`src/rtl/decode_stage_if.sv`:
```
// Fetch-to-decode and decode-to-issue handshake bundle for decode_stage.
interface decode_stage_if #(
  parameter int unsigned XLEN = 32
);

  // input side (fetch -> decode)
  logic            in_valid_i;
  logic            in_ready_o;
  logic [31:0]     inst_i;
  logic [XLEN-1:0] pc_i;

  // output side (decode -> issue)
  logic            out_valid_o;
  logic            out_ready_i;
  logic [XLEN-1:0] pc_o;
  logic [6:0]      opcode_o;
  logic [2:0]      funct3_o;
  logic [6:0]      funct7_o;
  logic [4:0]      rs1_o;
  logic            rs1_rd_o;
  logic [4:0]      rs2_o;
  logic            rs2_rd_o;
  logic [4:0]      rd_o;
  logic            rd_wr_o;
  logic [XLEN-1:0] immed_o;
  logic            illegal_o;

  // decode stage view
  modport slave (
    input  in_valid_i, inst_i, pc_i, out_ready_i,
    output in_ready_o, out_valid_o, pc_o, opcode_o, funct3_o, funct7_o,
           rs1_o, rs1_rd_o, rs2_o, rs2_rd_o, rd_o, rd_wr_o, immed_o, illegal_o
  );

  // fetch/issue environment view
  modport master (
    output in_valid_i, inst_i, pc_i, out_ready_i,
    input  in_ready_o, out_valid_o, pc_o, opcode_o, funct3_o, funct7_o,
           rs1_o, rs1_rd_o, rs2_o, rs2_rd_o, rd_o, rd_wr_o, immed_o, illegal_o
  );

endinterface

```
`src/rtl/decode_stage.sv`:
```
// RV32I/E decode stage: combinational decode of the incoming word, registered
// into an output bundle with an optional two-entry skid buffer.
module decode_stage #(
  parameter int unsigned XLEN     = 32,
  parameter bit          SKID_EN  = 1'b1,
  parameter bit          ENABLE_M = 1'b0,
  parameter bit          RV_E     = 1'b0
) (
  input  logic           clk_i,
  input  logic           rst_ni,
  input  logic           flush_i,
  decode_stage_if.slave  io
);

  localparam logic [6:0] OPC_LUI      = 7'b0110111;
  localparam logic [6:0] OPC_AUIPC    = 7'b0010111;
  localparam logic [6:0] OPC_JAL      = 7'b1101111;
  localparam logic [6:0] OPC_JALR     = 7'b1100111;
  localparam logic [6:0] OPC_BRANCH   = 7'b1100011;
  localparam logic [6:0] OPC_LOAD     = 7'b0000011;
  localparam logic [6:0] OPC_STORE    = 7'b0100011;
  localparam logic [6:0] OPC_OP_IMM   = 7'b0010011;
  localparam logic [6:0] OPC_OP       = 7'b0110011;
  localparam logic [6:0] OPC_MISC_MEM = 7'b0001111;
  localparam logic [6:0] OPC_SYSTEM   = 7'b1110011;

  localparam logic [6:0] F7_BASE = 7'b0000000;
  localparam logic [6:0] F7_ALT  = 7'b0100000;
  localparam logic [6:0] F7_MUL  = 7'b0000001;

  typedef struct packed {
    logic [XLEN-1:0] pc;
    logic [6:0]      opcode;
    logic [2:0]      funct3;
    logic [6:0]      funct7;
    logic [4:0]      rs1;
    logic            rs1_rd;
    logic [4:0]      rs2;
    logic            rs2_rd;
    logic [4:0]      rd;
    logic            rd_wr;
    logic [XLEN-1:0] immed;
    logic            illegal;
  } bundle_t;

  typedef enum logic [1:0] {
    ST_EMPTY = 2'd0,
    ST_FULL  = 2'd1,
    ST_SKID  = 2'd2
  } state_e;

  logic [31:0]     w_inst;
  logic [6:0]      w_opcode;
  logic [2:0]      w_funct3;
  logic [6:0]      w_funct7;
  logic [4:0]      w_rs1;
  logic [4:0]      w_rs2;
  logic [4:0]      w_rd;
  logic            w_rs1_use;
  logic            w_rs2_use;
  logic            w_rd_use;
  logic            w_illegal;
  logic [XLEN-1:0] w_imm;
  bundle_t         w_dec;

  state_e  r_state;
  state_e  w_state_nxt;
  logic    r_out_valid;
  logic    r_in_ready;
  bundle_t r_out;
  bundle_t r_skid;
  logic    w_accept;
  logic    w_load_out;
  logic    w_load_skid;
  logic    w_skid_to_out;

  assign w_inst   = io.inst_i;
  assign w_opcode = w_inst[6:0];
  assign w_funct3 = w_inst[14:12];
  assign w_funct7 = w_inst[31:25];
  assign w_rs1    = w_inst[19:15];
  assign w_rs2    = w_inst[24:20];
  assign w_rd     = w_inst[11:7];

  // Field usage, legality and immediate selection for the incoming word.
  always_comb begin
    w_rs1_use = 1'b0;
    w_rs2_use = 1'b0;
    w_rd_use  = 1'b0;
    w_illegal = 1'b0;
    w_imm     = '0;
    case (w_opcode)
      OPC_LUI, OPC_AUIPC: begin
        w_rd_use = 1'b1;
        w_imm    = XLEN'($signed({w_inst[31:12], 12'b0}));
      end
      OPC_JAL: begin
        w_rd_use = 1'b1;
        w_imm    = XLEN'($signed({w_inst[31], w_inst[19:12], w_inst[20],
                                  w_inst[30:21], 1'b0}));
      end
      OPC_JALR: begin
        w_rs1_use = 1'b1;
        w_rd_use  = 1'b1;
        w_imm     = XLEN'($signed(w_inst[31:20]));
        if (w_funct3 != 3'b000) w_illegal = 1'b1;
      end
      OPC_BRANCH: begin
        w_rs1_use = 1'b1;
        w_rs2_use = 1'b1;
        w_imm     = XLEN'($signed({w_inst[31], w_inst[7], w_inst[30:25],
                                   w_inst[11:8], 1'b0}));
        if (w_funct3 == 3'b010 || w_funct3 == 3'b011) w_illegal = 1'b1;
      end
      OPC_LOAD: begin
        w_rs1_use = 1'b1;
        w_rd_use  = 1'b1;
        w_imm     = XLEN'($signed(w_inst[31:20]));
        if (w_funct3 == 3'b011 || w_funct3 == 3'b110 || w_funct3 == 3'b111)
          w_illegal = 1'b1;
      end
      OPC_STORE: begin
        w_rs1_use = 1'b1;
        w_rs2_use = 1'b1;
        w_imm     = XLEN'($signed({w_inst[31:25], w_inst[11:7]}));
        if (w_funct3 >= 3'b011) w_illegal = 1'b1;
      end
      OPC_OP_IMM: begin
        w_rs1_use = 1'b1;
        w_rd_use  = 1'b1;
        w_imm     = XLEN'($signed(w_inst[31:20]));
        // shift-immediates carry funct7 in the upper immediate bits
        if (w_funct3 == 3'b001 && w_funct7 != F7_BASE) w_illegal = 1'b1;
        if (w_funct3 == 3'b101 && w_funct7 != F7_BASE && w_funct7 != F7_ALT)
          w_illegal = 1'b1;
      end
      OPC_OP: begin
        w_rs1_use = 1'b1;
        w_rs2_use = 1'b1;
        w_rd_use  = 1'b1;
        if (!((w_funct7 == F7_BASE) ||
              (w_funct7 == F7_ALT && (w_funct3 == 3'b000 || w_funct3 == 3'b101)) ||
              (ENABLE_M && w_funct7 == F7_MUL)))
          w_illegal = 1'b1;
      end
      OPC_MISC_MEM, OPC_SYSTEM: begin
        w_imm = XLEN'($signed(w_inst[31:20]));
      end
      default: w_illegal = 1'b1;
    endcase
    if (w_inst[1:0] != 2'b11) w_illegal = 1'b1;
    if (RV_E && ((w_rs1_use && w_rs1[4]) || (w_rs2_use && w_rs2[4]) ||
                 (w_rd_use && w_rd[4])))
      w_illegal = 1'b1;
  end

  // Assemble the bundle; illegal words keep their raw fields but lose enables.
  always_comb begin
    w_dec         = '0;
    w_dec.pc      = io.pc_i;
    w_dec.opcode  = w_opcode;
    w_dec.funct3  = w_funct3;
    w_dec.funct7  = w_funct7;
    w_dec.rs1     = w_rs1;
    w_dec.rs2     = w_rs2;
    w_dec.rd      = w_rd;
    w_dec.rs1_rd  = w_rs1_use && !w_illegal;
    w_dec.rs2_rd  = w_rs2_use && !w_illegal;
    w_dec.rd_wr   = w_rd_use && !w_illegal && (w_rd != 5'd0);
    w_dec.immed   = w_illegal ? '0 : w_imm;
    w_dec.illegal = w_illegal;
  end

  assign w_accept = io.in_valid_i && io.in_ready_o;

  // Next-state and buffer-steering logic; flush overrides every other event.
  always_comb begin
    w_state_nxt   = r_state;
    w_load_out    = 1'b0;
    w_load_skid   = 1'b0;
    w_skid_to_out = 1'b0;
    if (flush_i) begin
      w_state_nxt = ST_EMPTY;
    end else begin
      case (r_state)
        ST_EMPTY: begin
          if (w_accept) begin
            w_state_nxt = ST_FULL;
            w_load_out  = 1'b1;
          end
        end
        ST_FULL: begin
          if (w_accept && io.out_ready_i) begin
            w_load_out = 1'b1;
          end else if (w_accept) begin
            w_state_nxt = ST_SKID;
            w_load_skid = 1'b1;
          end else if (io.out_ready_i) begin
            w_state_nxt = ST_EMPTY;
          end
        end
        ST_SKID: begin
          if (io.out_ready_i) begin
            w_state_nxt   = ST_FULL;
            w_skid_to_out = 1'b1;
          end
        end
        default: w_state_nxt = ST_EMPTY;
      endcase
    end
  end

  // State register plus registered valid/ready flags derived from next state.
  always_ff @(posedge clk_i or negedge rst_ni) begin
    if (!rst_ni) begin
      r_state     <= ST_EMPTY;
      r_out_valid <= 1'b0;
      r_in_ready  <= 1'b1;
    end else begin
      r_state     <= w_state_nxt;
      r_out_valid <= (w_state_nxt != ST_EMPTY);
      r_in_ready  <= (w_state_nxt != ST_SKID);
    end
  end

  // Output and skid payload registers; contents survive a flush.
  always_ff @(posedge clk_i or negedge rst_ni) begin
    if (!rst_ni) begin
      r_out  <= '0;
      r_skid <= '0;
    end else begin
      if (w_load_out)         r_out <= w_dec;
      else if (w_skid_to_out) r_out <= r_skid;
      if (w_load_skid)        r_skid <= w_dec;
    end
  end

  // Without the skid entry, ready may look through to the consumer.
  assign io.in_ready_o  = SKID_EN ? r_in_ready : (!r_out_valid || io.out_ready_i);
  assign io.out_valid_o = r_out_valid;
  assign io.pc_o        = r_out.pc;
  assign io.opcode_o    = r_out.opcode;
  assign io.funct3_o    = r_out.funct3;
  assign io.funct7_o    = r_out.funct7;
  assign io.rs1_o       = r_out.rs1;
  assign io.rs1_rd_o    = r_out.rs1_rd;
  assign io.rs2_o       = r_out.rs2;
  assign io.rs2_rd_o    = r_out.rs2_rd;
  assign io.rd_o        = r_out.rd;
  assign io.rd_wr_o     = r_out.rd_wr;
  assign io.immed_o     = r_out.immed;
  assign io.illegal_o   = r_out.illegal;

endmodule

```
`src/flat_wrapper.sv`:
```
// flat-port wrapper written by rule: the top's interface ports become plain ports
module decode_stage_flat 
#(
  parameter int unsigned XLEN     = 32,
  parameter bit          SKID_EN  = 1'b1,
  parameter bit          ENABLE_M = 1'b0,
  parameter bit          RV_E     = 1'b0
)
  (clk_i, rst_ni, flush_i, io_in_valid_i, io_inst_i, io_pc_i, io_out_ready_i, io_in_ready_o, io_out_valid_o, io_pc_o, io_opcode_o, io_funct3_o, io_funct7_o, io_rs1_o, io_rs1_rd_o, io_rs2_o, io_rs2_rd_o, io_rd_o, io_rd_wr_o, io_immed_o, io_illegal_o);
  decode_stage_if #(.XLEN(XLEN)) io_i ();
  input  logic clk_i;
  input  logic rst_ni;
  input  logic flush_i;
  input wire logic [$bits(io_i.in_valid_i)-1:0] io_in_valid_i;
  input wire logic [$bits(io_i.inst_i)-1:0] io_inst_i;
  input wire logic [$bits(io_i.pc_i)-1:0] io_pc_i;
  input wire logic [$bits(io_i.out_ready_i)-1:0] io_out_ready_i;
  output wire logic [$bits(io_i.in_ready_o)-1:0] io_in_ready_o;
  output wire logic [$bits(io_i.out_valid_o)-1:0] io_out_valid_o;
  output wire logic [$bits(io_i.pc_o)-1:0] io_pc_o;
  output wire logic [$bits(io_i.opcode_o)-1:0] io_opcode_o;
  output wire logic [$bits(io_i.funct3_o)-1:0] io_funct3_o;
  output wire logic [$bits(io_i.funct7_o)-1:0] io_funct7_o;
  output wire logic [$bits(io_i.rs1_o)-1:0] io_rs1_o;
  output wire logic [$bits(io_i.rs1_rd_o)-1:0] io_rs1_rd_o;
  output wire logic [$bits(io_i.rs2_o)-1:0] io_rs2_o;
  output wire logic [$bits(io_i.rs2_rd_o)-1:0] io_rs2_rd_o;
  output wire logic [$bits(io_i.rd_o)-1:0] io_rd_o;
  output wire logic [$bits(io_i.rd_wr_o)-1:0] io_rd_wr_o;
  output wire logic [$bits(io_i.immed_o)-1:0] io_immed_o;
  output wire logic [$bits(io_i.illegal_o)-1:0] io_illegal_o;
  assign io_i.in_valid_i = io_in_valid_i;
  assign io_i.inst_i = io_inst_i;
  assign io_i.pc_i = io_pc_i;
  assign io_i.out_ready_i = io_out_ready_i;
  assign io_in_ready_o = io_i.in_ready_o;
  assign io_out_valid_o = io_i.out_valid_o;
  assign io_pc_o = io_i.pc_o;
  assign io_opcode_o = io_i.opcode_o;
  assign io_funct3_o = io_i.funct3_o;
  assign io_funct7_o = io_i.funct7_o;
  assign io_rs1_o = io_i.rs1_o;
  assign io_rs1_rd_o = io_i.rs1_rd_o;
  assign io_rs2_o = io_i.rs2_o;
  assign io_rs2_rd_o = io_i.rs2_rd_o;
  assign io_rd_o = io_i.rd_o;
  assign io_rd_wr_o = io_i.rd_wr_o;
  assign io_immed_o = io_i.immed_o;
  assign io_illegal_o = io_i.illegal_o;
  decode_stage #(.XLEN(XLEN), .SKID_EN(SKID_EN), .ENABLE_M(ENABLE_M), .RV_E(RV_E)) u_core (.clk_i(clk_i), .rst_ni(rst_ni), .flush_i(flush_i), .io(io_i));
endmodule
```
`config.mk`:
```
export PLATFORM = sky130hd
export DESIGN_NAME = decode_stage_flat
export DESIGN_NICKNAME = d
export VERILOG_FILES = /design/src/rtl/decode_stage_if.sv /design/src/rtl/decode_stage.sv /design/src/flat_wrapper.sv
export SDC_FILE = /design/constraint.sdc
export NUM_CORES = 1
export LEC_CHECK = 0
export BUFFER_PORTS_ARGS = -buffer_cell sky130_fd_sc_hd__buf_4
export CAP_MARGIN = 20
export CORE_MARGIN = 3
export CORE_UTILIZATION = 40
export CTS_CLUSTER_DIAMETER = 80
export DETAILED_ROUTE_END_ITERATION = 10
export PLACE_DENSITY = 0.59
export REMOVE_ABC_BUFFERS = 1
export SYNTH_ARGS = -nofsm -noshare
export SYNTH_HDL_FRONTEND = slang
export SYNTH_SLANG_ARGS = --single-unit
export TNS_END_PERCENT = 1
```
`constraint.sdc`:
```
create_clock -name clk_i -period 5 [get_ports clk_i]
set_clock_uncertainty 0.1 [all_clocks]
set_input_delay 0.75 -clock clk_i [delete_from_list [all_inputs] [get_ports clk_i]]
set_output_delay 0.75 -clock clk_i [all_outputs]
set_load 0.01 [all_outputs]
```
==> results of run 1 <==
## power by group through the flow
stage	logic (mW)	clock network, mW	registers (mW)
2_1_floorplan	0.343	0	2.18
3_3_place_gp	0.836	0	2.15
3_5_place_dp	0.853	0	2.15
4_1_cts	0.854	1.68	2.13
5_1_grt	0.953	1.75	2.17
6_report	0.843	1.64	2.13
## cells by family (layout without fill, tap and decap cells)
kind of cell    after synthesis  after routing
mux                           2              2
xor+xnor                      2              2
compound gates              206            206
flops                       204            204
buf+inv                      77            225
fa+ha+maj                     1              1
simple gates                495            495
## layout make-up
type / instances / area share
Clock buffer: 34 / 0.0600
Clock inverter: 6 / 0.00488
Inverter: 2 / 0.000665
Multi-Input combinational cell: 706 / 0.326
Sequential cell: 204 / 0.452
Tap cell: 280 / 0.0310
Timing Repair Buffer: 183 / 0.125
## routing by layer
metal,wire [um],GRT usage
met1,11500,0.294
met3,2000,0.0572
met5,0,0
met2,11700,0.322
met4,371,0.0350
## flip-flops by register name, indices dropped and copies added, names as in the netlist
name                   cells
u_core.r_skid            100
u_core.io.immed_o         32
u_core.io.pc_o            32
u_core.io.funct7_o         7
u_core.io.opcode_o         7
u_core.io.rd_o             5
u_core.io.rs1_o            5
u_core.io.rs2_o            5
u_core.io.funct3_o         3
u_core.r_state             2
u_core.io.illegal_o        1
u_core.io.in_ready_o       1
u_core.io.out_valid_o      1
u_core.io.rd_wr_o          1
u_core.io.rs1_rd_o         1
u_core.io.rs2_rd_o         1
## stage by stage
stage,setup TNS (ns),instance area (um^2),std cells
5_1_grt,0,11300,1415
4_1_cts,0,11300,1414
3_5_place_dp,0,10500,1374
2_1_floorplan,-116.61,8760,912
3_3_place_gp,0,10500,1373
6_report,0,11300,1415
## worst max-delay path, cell delays in order
cell	delay (ns)
buf_4	0.14
nor4_4	0.38
a211oi_1	0.15
o311ai_2	0.35
nand3_2	0.62
buf_4	0.44
o21a_1	0.20
nor3_1	0.18
## layout by cell type, fill, tap and decap left out, types with 6 or more instances in the layout
| cell | instances |
|---|---|
| clkbuf_16 | 23 |
| dfrtp_1 | 203 |
| o31ai_1 | 10 |
| a31oi_1 | 6 |
| clkbuf_8 | 6 |
| nor2_1 | 29 |
| a21oi_1 | 33 |
| buf_4 | 180 |
| o21ai_1 | 6 |
| o21ai_0 | 23 |
| nand2_1 | 368 |
| nor3_1 | 39 |
| or3_1 | 11 |
| o21a_1 | 18 |
| a22oi_1 | 67 |
| nand3_1 | 10 |
| o31ai_2 | 14 |
## worst paths after layout
kind | start | end | slack [ns] | depth (start not counted)
worst min-delay path | rst_ni | u_core.io.pc_o[6] | 0.28 | 1
worst max register to register | u_core.io.in_ready_o | u_core.r_skid[4] | 2.15 | 5
worst max-delay path | io_inst_i[26] | u_core.io.immed_o[18] | 2.07 | 8
min in group clk_i | io_pc_i[20] | u_core.r_skid[88] | 0.35 | 3
worst min register to register | u_core.r_skid[0] | u_core.r_skid[0] | 0.37 | 2
max in group asynchronous | rst_ni | u_core.io.in_ready_o | 3.52 | 2
==> impl_metrics.csv, run 1 <==
group,metric,value,unit
status,outcome,"completed",
die,die_y,157,um
logic_synthesis,yosys-top-cells-area,"dfrtp_1, nand2_1, a22oi_1",
placement,dp_slack,1.59,ns
layout,antenna_cells,0,
global_routing,grt_pass1_wl,41.4,mm
power,combPwrFrac,0.183,
die,ioPinCount,171,
clock_network,cts_tree,"done",
global_routing,grt_pass1_vias,7512,
logic_synthesis,synth_xor_area_frac,0.00192,
logic_synthesis,synth_area,9100,um^2
timing,slew_headroom,0.316,
logic_synthesis,ys_warn_count,0,
hold_path,hp-class,"primary input to async pin",
logic_synthesis,synth_common_cells,"nand2_1, dfrtp_1, a22oi_1",
timing,whs,0.277,ns
logic_synthesis,synthAdderAreaFrac,0.00110,
global_routing,antenna_found_initial,0,
logic_synthesis,synth_mux_area_frac,0.00234,
logic_synthesis,synth_top_family_by_area,"simple AND/OR/NAND/NOR gates",
power,p_sw_frac,0.280,
global_routing,overflow,0,
logic_synthesis,synth_top_area_share,0.558,
clock_network,cts_hold_buf,0,
logic_synthesis,synth_cell_types,59,
routing,dr.first_iter.drc_count,455,
global_routing,grt_start_max_net_pins,134,
setup_path,cp-start-kind,"primary input",
logic_synthesis,ys_ff_latch,204,
logic_synthesis,synth-compound-area-share,0.164,
logic_synthesis,synth_enable_flop_cells,0,
clock_network,root_buffer,"clkbuf_16",
power,power_density,408,nW/um^2
timing,worstMarginPinSlew,1.03,ns
logic_synthesis,async_flop_share,1.00,
power,max-vdd-ir-drop,245,uV
timing,period_needed,2.93,ns
setup_path,end_kind,"flip-flop",
global_routing,grtUsageTotal,0.206,
logic_synthesis,synth_top_area_cell,"dfrtp_1",
clock_network,clk_pin_slew_worst_paths,0.06,ns
power,pwr-share-clk,0.355,
routing,vias,7602,
clock_network,numCtsBuffers,23,
die,dieArea,24600,um^2
flow_run,cap_violations,0,
power,power,4.61,mW
setup_path,crit_required,5.31,ns
logic_synthesis,syn_avg_cell_area,9.22,um^2
setup_path,crit_type,"primary input to flip-flop",
placement,dpl.hpwl,15.3,mm
timing,rsz0062_at_grt,"false",
layout,seq_area,5110,um^2
power,leakagePower,5.49,nW
timing,worst_slack,2.07,ns
layout,fillers,2054,
placement,gp_congestion,0.859,
die,die_w,157,um
routing,via_per_inst,5.37,
clock_network,clk_latency,0.50,ns
routing,drc,0,
timing,period_share,0.586,
timing,finalSetupViolCount,0,
logic_synthesis,synthCells,987,
logic_synthesis,synth_ff_type,"dfrtp_1",
layout,postLayoutCoreUtil,0.511,
die,core,22100,um^2
clock_network,cts_resized,0,
layout,nNetsFinal,1189,
logic_synthesis,synth-simple-area-share,0.231,
clock_network,postCtsSetupBuffers,0,
die,initial_core_util,0.412,
clock_network,cts_sinks,204,
routing,final_antenna_net_count,0,
routing,drt-wirelength-per-cell,18.1,um
logic_synthesis,seq_area_frac_synth,0.561,
setup_path,cp_max_fo,30,
die,rows,54,
power,p_sw,1.29,mW
timing,hold_violations,0,
layout,drive_above_1_share,0.219,
timing,max_freq,341,MHz
clock_network,ctsLongestPathBuffers,3,
timing,slew_viol_final,0,
setup_path,crit_arrival,3.24,ns
routing,firstDrtPassIters,5,
power,p_seq_frac,0.462,
placement,portBuffers,170,
clock_network,cts_max_level,1,
routing,wirelength,25.6,mm
logic_synthesis,synth.most_common_cell,"nand2_1",
layout,multiInputGateArea,3680,um^2
layout,area_delta_synth_final,24.0,%
power,intPower,3.32,mW
Note: power is estimated with default switching activity, not from simulation.
==> run 2: changes to the inputs <==
==> constraint.sdc (replaced) <==
create_clock -name clk_i -period 2.75 [get_ports clk_i]
set_clock_uncertainty 0.1 [all_clocks]
set_input_delay 0.4125 -clock clk_i [delete_from_list [all_inputs] [get_ports clk_i]]
set_output_delay 0.4125 -clock clk_i [all_outputs]
set_load 0.01 [all_outputs]
==> run 2 against run 1 <==
Compared with the run above:
- via count decreased by 0.29%
- final cell count increased by 0.78%
- register-to-register slack got worse by 1.6 ns
- total power increased by 82%
- sequential share of layout area decreased by 0.56 points
- non-clock buffer count increased by 13
==> impl_metrics.csv, run 2 (same netlist as run 1, synthesis figures left out) <==
group,metric,value,unit
clock_network,clk_pin_slew_worst_paths,0.06,ns
power,combPwrFrac,0.185,
routing,drc,0,
clock_network,ctsLongestPathBuffers,3,
power,power_density,735,nW/um^2
layout,final_common_cell,"nand2_1",
placement,dpl.hpwl,15.9,mm
power,pwr-share-clk,0.354,
clock_network,cts_tree,"done",
timing,slew_headroom,0.606,
hold_path,hp-class,"primary input to flip-flop",
placement,portBuffers,170,
routing,vias,7580,
power,p_seq_frac,0.461,
clock_network,root_buffer,"clkbuf_16",
global_routing,grtUsageTotal,0.207,
timing,rsz0062_at_grt,"false",
routing,dr.first_iter.drc_count,563,
die,die_y,157,um
setup_path,end_kind,"flip-flop",
timing,period_needed,2.25,ns
die,rows,54,
hold_path,min_path_cells,3,
layout,largest_reg_flops,100,
layout,nNetsFinal,1202,
routing,drt-wirelength-per-cell,18.0,um
clock_network,numCtsBuffers,23,
setup_path,crit_type,"flip-flop to flip-flop",
global_routing,antenna_found_initial,0,
global_routing,grt_pass1_wl,41.4,mm
power,leakagePower,5.57,nW
timing,worstMarginPinSlew,0.587,ns
layout,area_delta_synth_final,25.5,%
timing,period_share,0.817,
timing,whs,0.00980,ns
power,p_sw,2.35,mW
status,outcome,"completed",
die,core,22100,um^2
flow_run,cap_violations,0,
timing,slew_viol_final,0,
routing,final_antenna_net_count,0,
setup_path,r2r_cells,7,
clock_network,cts_sinks,204,
layout,drive_above_1_share,0.224,
layout,seq_area,5110,um^2
power,p_sw_frac,0.280,
clock_network,clk_latency,0.50,ns
layout,postLayoutCoreUtil,0.517,
routing,via_per_inst,5.32,
global_routing,grt_start_max_net_pins,110,
power,intPower,6.05,mW
setup_path,crit_required,3.05,ns
timing,max_freq,445,MHz
setup_path,cp-start-kind,"flip-flop",
die,initial_core_util,0.412,
layout,layout_common_cells,"nand2_1, dfrtp_1, buf_4, a22oi_1, nor3_1",
routing,firstDrtPassIters,5,
power,max-vdd-ir-drop,400,uV
setup_path,crit_arrival,2.55,ns
layout,fillers,2040,
global_routing,overflow,0,
timing,finalSetupViolCount,0,
setup_path,cp_max_fo,27,
layout,antenna_cells,0,
layout,multiInputGateArea,3680,um^2
die,dieArea,24600,um^2
timing,hold_violations,0,
global_routing,grt_pass1_vias,7491,
routing,wirelength,25.7,mm
clock_network,postCtsSetupBuffers,0,
placement,gp_congestion,0.896,
die,ioPinCount,171,
die,die_w,157,um
clock_network,cts_max_level,1,
layout,largest-register,"u_core.r_skid",
run 2: cell count changes in the layout (fill, tap and decap cells not counted), sizes merged:
cell	change
buf	+12
clkbuf	+2
clkinv	-4
dlygate4sd3	+1
run 2: critical path, stage by stage, from the launching register on:
cell	delay, ns
dfstp_2	0.52
nand2_1	0.19
nor3_1	0.38
nand2_1	0.19
nand2_1	0.28
buf_12	0.23
nor2_1	0.06
nor3_1	0.19
run 2: metrics by stage:
step	total power [mW]	setup slack [ns]	area, um^2	TNS [ns]	instances
floorplan	4.59	-3.82	8760	-399.89	912
global placement	5.45	0.375	10700	0	1387
detailed placement	5.49	0.332	10700	0	1387
CTS	8.49	0.469	11400	0	1426
global route	8.86	0.261	11400	0	1426
finish	8.40	0.503	11400	0	1426
run 2: final timing paths:
path	startpoint	endpoint	slack (ns)
setup / recovery	u_core.io.in_ready_o	u_core.io.immed_o[23]	0.50
hold / removal	io_pc_i[4]	u_core.r_skid[72]	0.01
setup reg to reg	u_core.io.in_ready_o	u_core.io.immed_o[23]	0.50
hold reg to reg	u_core.io.funct7_o[2]	u_core.io.funct7_o[2]	0.37
max in group asynchronous	rst_ni	u_core.r_skid[20]	1.40
min in group asynchronous	rst_ni	u_core.io.pc_o[6]	0.36
run 2: area by class of cell:
class | instances | area share
clock buffers | 36 | 0.0599
multi-input cells | 706 | 0.322
flip-flops and latches | 204 | 0.447
repair buffers | 196 | 0.137
well taps | 280 | 0.0306
clock inverters | 2 | 0.00306
inverters | 2 | 0.000657
run 2: timing repair:
| item | 4_1_cts | 5_1_grt |
|---|---|---|
| hold buffers | 1 | 0 |
| hold endpoints to repair | 67 | 0 |
| resized for setup | 0 | 0 |
run 2: routing by layer:
metal / GRT usage / vias to the layer above / share of wire
met5: 0 / - / 0
met4: 0.0346 / 0 / 0.011
met3: 0.0561 / 22 / 0.078
met2: 0.321 / 212 / 0.45
met1: 0.297 / 3689 / 0.46
li1: - / 3657 / -
run 2: power groups by stage:
stage	logic, mW	clock network [mW]	registers, mW
detailed placement	1.58	0	3.91
global placement	1.55	0	3.91
finish	1.56	2.97	3.87
global route	1.76	3.17	3.93
CTS	1.59	3.03	3.87
floorplan	0.624	0	3.97
